[config.mk]
export PLATFORM = sky130hd
export DESIGN_NAME = lif_neuron
export DESIGN_NICKNAME = d
export VERILOG_FILES = /design/src/rtl/lif_neuron.sv
export SDC_FILE = /design/constraint.sdc
export NUM_CORES = 1
export LEC_CHECK = 0
export ABC_AREA = 1
export CORE_ASPECT_RATIO = 1.25
export CORE_MARGIN = 5
export CORE_UTILIZATION = 44
export CTS_BUF_LIST = sky130_fd_sc_hd__clkbuf_4 sky130_fd_sc_hd__clkbuf_8
export CTS_CLUSTER_SIZE = 14
export DETAILED_ROUTE_END_ITERATION = 10
export GPL_ROUTABILITY_DRIVEN = 1
export GPL_TIMING_DRIVEN = 0
export PLACE_DENSITY = 0.68
export SYNTH_ARGS = -nofsm -noshare
export SYNTH_HDL_FRONTEND = slang
export SYNTH_SLANG_ARGS = --single-unit
[constraint.sdc]
create_clock -name clk -period 6.14 [get_ports clk]
set_input_delay 1.228 -clock clk [delete_from_list [all_inputs] [get_ports clk]]
set_output_delay 1.228 -clock clk [all_outputs]
set_load 0.01 [all_outputs]
[src/rtl/lif_neuron.sv]
// lif_neuron -- leaky integrate-and-fire neuron.
//
// Each clock the signed weights of every input that spiked are summed and
// added to the membrane potential (minus an optional leak). When the
// saturated result reaches THRESHOLD the neuron emits a one-cycle spike,
// resets its potential to zero and, if REFRACTORY > 0, ignores its inputs
// for exactly REFRACTORY cycles.
//
// Build option:
//   LIF_LEAK_EN  defined   -> leak = potential >>> LEAK_SHIFT is subtracted
//                undefined -> pure integrate-and-fire, no shifter built
//
// Ports:
//   clk          in   clock, rising edge
//   rst          in   asynchronous active-high reset
//   enable       in   integration enable (0 -> IDLE, potential held)
//   clear        in   synchronous potential/refractory clear
//   spikes_in    in   [N_INPUTS]          one spike per set bit this cycle
//   weights      in   [N_INPUTS*WIDTH]    signed weight i at [i*WIDTH +: WIDTH]
//   spike_out    out  registered one-cycle fire pulse
//   potential    out  [POT_WIDTH]        signed membrane potential
//   refractory   out  high while in REFRACT
//   spike_count  out  [COUNT_WIDTH]      fires since reset, wrapping
module lif_neuron #(
  parameter int N_INPUTS    = 4,
  parameter int WIDTH       = 8,
  parameter int POT_WIDTH   = 12,
  parameter int THRESHOLD   = 100,
  parameter int LEAK_SHIFT  = 3,
  parameter int REFRACTORY  = 2,
  parameter int COUNT_WIDTH = 16
) (
  input  logic                          clk,
  input  logic                          rst,
  input  logic                          enable,
  input  logic                          clear,
  input  logic [N_INPUTS-1:0]           spikes_in,
  input  logic [N_INPUTS*WIDTH-1:0]     weights,
  output logic                          spike_out,
  output logic [POT_WIDTH-1:0]          potential,
  output logic                          refractory,
  output logic [COUNT_WIDTH-1:0]        spike_count
);

  // Two guard bits: enough headroom for potential - leak + sum before
  // saturation, given POT_WIDTH >= WIDTH + clog2(N_INPUTS) + 1.
  localparam int SUM_W = POT_WIDTH + 2;

  localparam logic signed [SUM_W-1:0] POT_MAX    = {3'b000, {(POT_WIDTH-1){1'b1}}};
  localparam logic signed [SUM_W-1:0] POT_MIN    = {3'b111, {(POT_WIDTH-1){1'b0}}};
  localparam logic signed [SUM_W-1:0] THRESH_EXT = SUM_W'(THRESHOLD);
  localparam logic [7:0]              REFR_LOAD  = 8'(REFRACTORY);

  typedef enum logic [1:0] {
    IDLE      = 2'd0,
    INTEGRATE = 2'd1,
    REFRACT   = 2'd2
  } state_t;

  state_t                   state_reg;
  logic [POT_WIDTH-1:0]     potential_reg;
  logic                     spike_reg;
  logic                     refr_reg;
  logic [7:0]               refr_cnt_reg;
  logic [COUNT_WIDTH-1:0]   spike_count_reg;

  // Elaboration-time parameter sanity checks.
  generate
    if (LEAK_SHIFT < 1 || LEAK_SHIFT > POT_WIDTH - 1) begin : g_bad_leak_shift
      $error("lif_neuron: LEAK_SHIFT out of range");
    end
    if (THRESHOLD < 1) begin : g_bad_threshold
      $error("lif_neuron: THRESHOLD must be positive");
    end
  endgenerate

  // Per-input contribution: sign-extended weight when that input spiked.
  logic signed [SUM_W-1:0] term [N_INPUTS];

  genvar gi;
  generate
    for (gi = 0; gi < N_INPUTS; gi++) begin : g_term
      logic [WIDTH-1:0] w;
      assign w        = weights[gi*WIDTH +: WIDTH];
      assign term[gi] = spikes_in[gi] ? {{(SUM_W-WIDTH){w[WIDTH-1]}}, w} : '0;
    end
  endgenerate

  logic signed [SUM_W-1:0] sum_acc;
  always_comb begin
    sum_acc = '0;
    for (int i = 0; i < N_INPUTS; i++) begin
      sum_acc = sum_acc + term[i];
    end
  end

  logic signed [SUM_W-1:0] pot_ext;
  logic signed [SUM_W-1:0] leak;
  assign pot_ext = {{2{potential_reg[POT_WIDTH-1]}}, potential_reg};

`ifdef LIF_LEAK_EN
  assign leak = pot_ext >>> LEAK_SHIFT;
`else
  assign leak = '0;
`endif

  logic signed [SUM_W-1:0] next_full;
  logic signed [SUM_W-1:0] next_sat;
  logic                    fire;

  always_comb begin
    next_full = pot_ext - leak + sum_acc;
    next_sat  = next_full;
    if (next_full > POT_MAX) begin
      next_sat = POT_MAX;
    end else if (next_full < POT_MIN) begin
      next_sat = POT_MIN;
    end
    fire = (next_sat >= THRESH_EXT);
  end

  always_ff @(posedge clk or posedge rst) begin
    if (rst) begin
      state_reg       <= IDLE;
      potential_reg   <= '0;
      spike_reg       <= 1'b0;
      refr_reg        <= 1'b0;
      refr_cnt_reg    <= '0;
      spike_count_reg <= '0;
    end else if (clear) begin
      // Clear beats a simultaneous fire: no spike, count untouched.
      state_reg     <= enable ? INTEGRATE : IDLE;
      potential_reg <= '0;
      spike_reg     <= 1'b0;
      refr_reg      <= 1'b0;
      refr_cnt_reg  <= '0;
    end else if (!enable) begin
      state_reg    <= IDLE;
      spike_reg    <= 1'b0;
      refr_reg     <= 1'b0;
      refr_cnt_reg <= '0;
    end else begin
      case (state_reg)
        // IDLE with enable high integrates on the same edge it leaves IDLE,
        // so inputs always take effect one cycle after they are sampled.
        IDLE, INTEGRATE: begin
          if (fire) begin
            spike_reg       <= 1'b1;
            potential_reg   <= '0;
            spike_count_reg <= spike_count_reg + COUNT_WIDTH'(1);
            if (REFRACTORY > 0) begin
              state_reg    <= REFRACT;
              refr_reg     <= 1'b1;
              refr_cnt_reg <= REFR_LOAD;
            end else begin
              state_reg    <= INTEGRATE;
              refr_reg     <= 1'b0;
              refr_cnt_reg <= '0;
            end
          end else begin
            state_reg     <= INTEGRATE;
            spike_reg     <= 1'b0;
            refr_reg      <= 1'b0;
            potential_reg <= next_sat[POT_WIDTH-1:0];
          end
        end
        REFRACT: begin
          spike_reg     <= 1'b0;
          potential_reg <= '0;
          // Leaving on the edge the counter reaches zero gives exactly
          // REFRACTORY cycles spent in REFRACT.
          if (refr_cnt_reg <= 8'd1) begin
            refr_cnt_reg <= '0;
            state_reg    <= INTEGRATE;
            refr_reg     <= 1'b0;
          end else begin
            refr_cnt_reg <= refr_cnt_reg - 8'd1;
          end
        end
        default: begin
          state_reg     <= IDLE;
          spike_reg     <= 1'b0;
          refr_reg      <= 1'b0;
          refr_cnt_reg  <= '0;
          potential_reg <= '0;
        end
      endcase
    end
  end

  assign spike_out   = spike_reg;
  assign potential   = potential_reg;
  assign refractory  = refr_reg;
  assign spike_count = spike_count_reg;

endmodule

==> results by group <==
CTS
  • Hold buffers post-CTS: 0
  • Clock Pin Slew Worst Setup and Hold Paths: 0.08 ns
  • Cts bufs inserted: 5
  • Clock sinks: 39
  • Clock Tree Buf Depth: 2
  • Htree depth: 2
  • Worst skew pair latency: 0.29 ns
  • Clock root cell: clkbuf_8
  • CTS tree: yes

Place
  • Pre-CTS worst setup slack: -0.659 ns
  • IO Port Bufs: between 60 and 70
  • Final HPWL DP: 7.77 mm
  • Final Wtd Congestion: about 0.87
  • Post-DP Area: 4960 sq um
  • Placed instance count: 770

Critical path
  • Worst Path Arrival: approximately 6.1 ns
  • CP max stage delay: ~0.53 ns
  • CP Launch Type: input pin
  • CP max-delay cell: fa_1
  • Crit Path Class: input pin to flop
  • Required @ worst endpoint: 6.33 ns
  • Endpoint class of the critical path: flop
  • Most used cell, CP: nand2_1
  • Crit path max fanout: 8

Drt
  • DRC: 0
  • ANT nets after route: 0
  • Vias per cell: 4.80
  • Drt wl/cell: 12.6 um
  • Final wirelength: 9.89 mm
  • Vias: ~3800
  • DRT iter0 DRCs: 213
  • 1st-pass router iterations: 4

Synth
  • Sequential share of the synthesized area: 0.234
  • Syn_area_per_cell: 7.15 sq um
  • Mux contribution to synthesized area: 0
  • Synth Instances: 583
  • Compound-Gate Fraction of Synth Area: 0.0609
  • Post-Synth Adder-Cell Area: 0.232
  • Largest family of logic cells by synthesized area: simple AND/OR/NAND/NOR gates
  • Yosys warning count: 0
  • Cell variety after synth: 31
  • Xor/xnor share of the synthesized area: 0.0462
  • Mapped Nets: between 600 and 700
  • Netlist Area Pre-Place: 4170 sq um
  • Yosys reg bits: 39
  • Post-synth EDFFs: 0
  • Simple-Gate Fraction of Synth Area: 0.287
  • Async set or reset register ratio after synthesis: 1.00
  • Main synth FF type: dfrtp_1

Global routing
  • Global-route wire length before repair: 17.0 mm
  • Total track usage: 0.174
  • Vias in the first global route: 3742
  • Grt ovf: 0
  • Largest net degree at the start of global routing: 40
  • Initial antenna violation count: 0

Floorplan
  • Placement row count: 39
  • Initial Util: 0.452
  • IO Pins: 70
  • Die height: roughly 120 um
  • Core area: 9220 sq um
  • DIE WIDTH: ~97 um
  • Die area: ~12000 sq um

Min path
  • Tightest Hold Check Type: flop to flop

Finish
  • Post-Layout Cell Count: 785
  • Post-layout instance area: ~5300 sq um
  • NumNets Final: 756
  • Antenna Cells: 0
  • Area Overhead vs Synth: 26.9%
  • Share of cells above drive strength 1: 0.110
  • Fillers: between 800 and 900
  • Largest register FFs: 16

Timing
  • Worst-Margin Slew: 0.888 ns
  • Hold Vio Cnt, Final: 0
  • Setup violators final: 0
  • Worst setup margin: 0.227 ns
  • Period minus WS final: 5.91 ns
  • Max_slew headroom: 0.406
  • Max Clk Rate: ~0.17 GHz
  • Final Max Slew Viols: 0
  • Worst Skew: around 0.0067 ns
  • Setup TNS: 0 ns
  • Period utilisation layout: 0.963

Power and ir drop
  • Peak supply drop: roughly 0.41 mV
  • Net Sw Frac: 0.537
  • Combinational share of power: 0.829
  • P_sw: about 1.8 mW
  • Power per cell area: 619 nW/um^2
  • Clock power share: 0.054
  • Sequential cell fraction of total power: 0.117
  • Leak pwr: between 2 and 3 nW
  • P_int: 1.52 mW

Run status
  • Outcome: finished, final reports clean

Job
  • Maxcap violations: 0
==> worst paths after layout <==
check	from	endpoint	slack [ns]	depth (start not counted)
max in group asynchronous	rst	spike_count[1]	4.21	2
max	weights[25]	refr_cnt_reg[1]	0.23	31
min in group asynchronous	rst	refr_cnt_reg[1]	1.42	2
min	potential[3]	potential[3]	0.53	2
min reg2reg	potential[3]	potential[3]	0.53	2
max reg2reg	potential[4]	refr_cnt_reg[1]	1.18	29
==> critical path: cells and delay by family <==
family / cells / cell delay [ns]
adder cells (fa/ha/maj): 6 / 2.28
AND/OR/NAND/NOR: 17 / 1.47
buffers and inverters: 8 / 1.12
==> cell type report <==
cell class / count / area [sq um] / area share
repair buffers: 71 / 713 / 0.135
multi-input cells: 396 / 2750 / 0.520
clock inverters: 2 / 12.5 / 0.00237
well taps: 123 / 154 / 0.0291
inverters: 136 / 510 / 0.0965
flip-flops and latches: 39 / 976 / 0.185
clock buffers: 6 / 76.3 / 0.0144
plain buffers: 12 / 96.3 / 0.0182
==> power by group through the flow <==
stage,clock network [mW],registers (mW),logic [mW]
after floorplan,0,0.389,1.77
after global placement,0,0.389,2.25
after detailed placement,0,0.390,2.29
after CTS,0.182,0.385,2.50
after global routing,0.192,0.392,3.06
final,0.176,0.384,2.71
==> layout by cell type, fill, tap and decap left out, drive strengths merged, types with 15 or more instances in the layout <==
| master | Yosys | final |
|---|---|---|
| nand2 | 186 | 186 |
| fa | 37 | 37 |
| o21ai | 23 | 23 |
| nor2 | 30 | 30 |
| dfrtp | 39 | 39 |
| ha | 18 | 18 |
| nand3 | 35 | 35 |
| inv | 136 | 136 |
| xnor2 | 15 | 15 |
| clkdlybuf4s50 | 0 | 64 |
==> synthesized netlist by cell type (all sizes together), types with 2 or more instances <==
cell type / n / area, sq um
a21oi: 13 / 65.1
a31oi: 4 / 25.0
buf: 6 / 50.0
clkbuf: 6 / 22.5
dfrtp: 39 / 976
fa: 37 / 741
ha: 18 / 225
inv: 136 / 510
nand2: 186 / 718
nand3: 35 / 193
nand3b: 5 / 37.5
nand4: 6 / 37.5
nor2: 30 / 129
nor3: 10 / 50.1
nor4: 3 / 18.8
o21ai: 23 / 149
or2: 2 / 12.5
xnor2: 15 / 131
xor2: 7 / 61.3
==> logic make-up (layout without fill, tap and decap cells) <==
family / Yosys count / after routing
DFF: 39 / 39
buffers and inverters: 148 / 227
adders and majority gates: 55 / 55
and+or+nand+nor: 277 / 277
AOI/OAI and AO/OA: 42 / 42
xor gates and xnor gates: 22 / 22
==> per-layer routing <==
metal	share of wire	up-vias	GRT usage	wire length [um]
met3	0.035	4	0.0292	347
met5	0	-	0	0
met1	0.42	1784	0.217	4170
li1	-	1906	-	-
met2	0.54	76	0.318	5320
met4	0.0051	0	0.0325	50
==> per-stage QoR <==
step	hold slack, ns	utilization	power, mW
CTS	0.538	0.557	3.07
floorplan	0.498	-	2.16
global route	0.559	0.573	3.65
global placement	0.513	0.538	2.64
detailed placement	0.518	0.538	2.68
finish	0.533	0.573	3.27
==> repair_timing <==
item / in CTS / in global routing
pin swaps: 5 / 7
setup buffers: 2 / 4
gates cloned: 1 / 0
gates resized for setup: 10 / 36
setup endpoints to repair: 39 / 39
(Power assumes the default switching activity.)
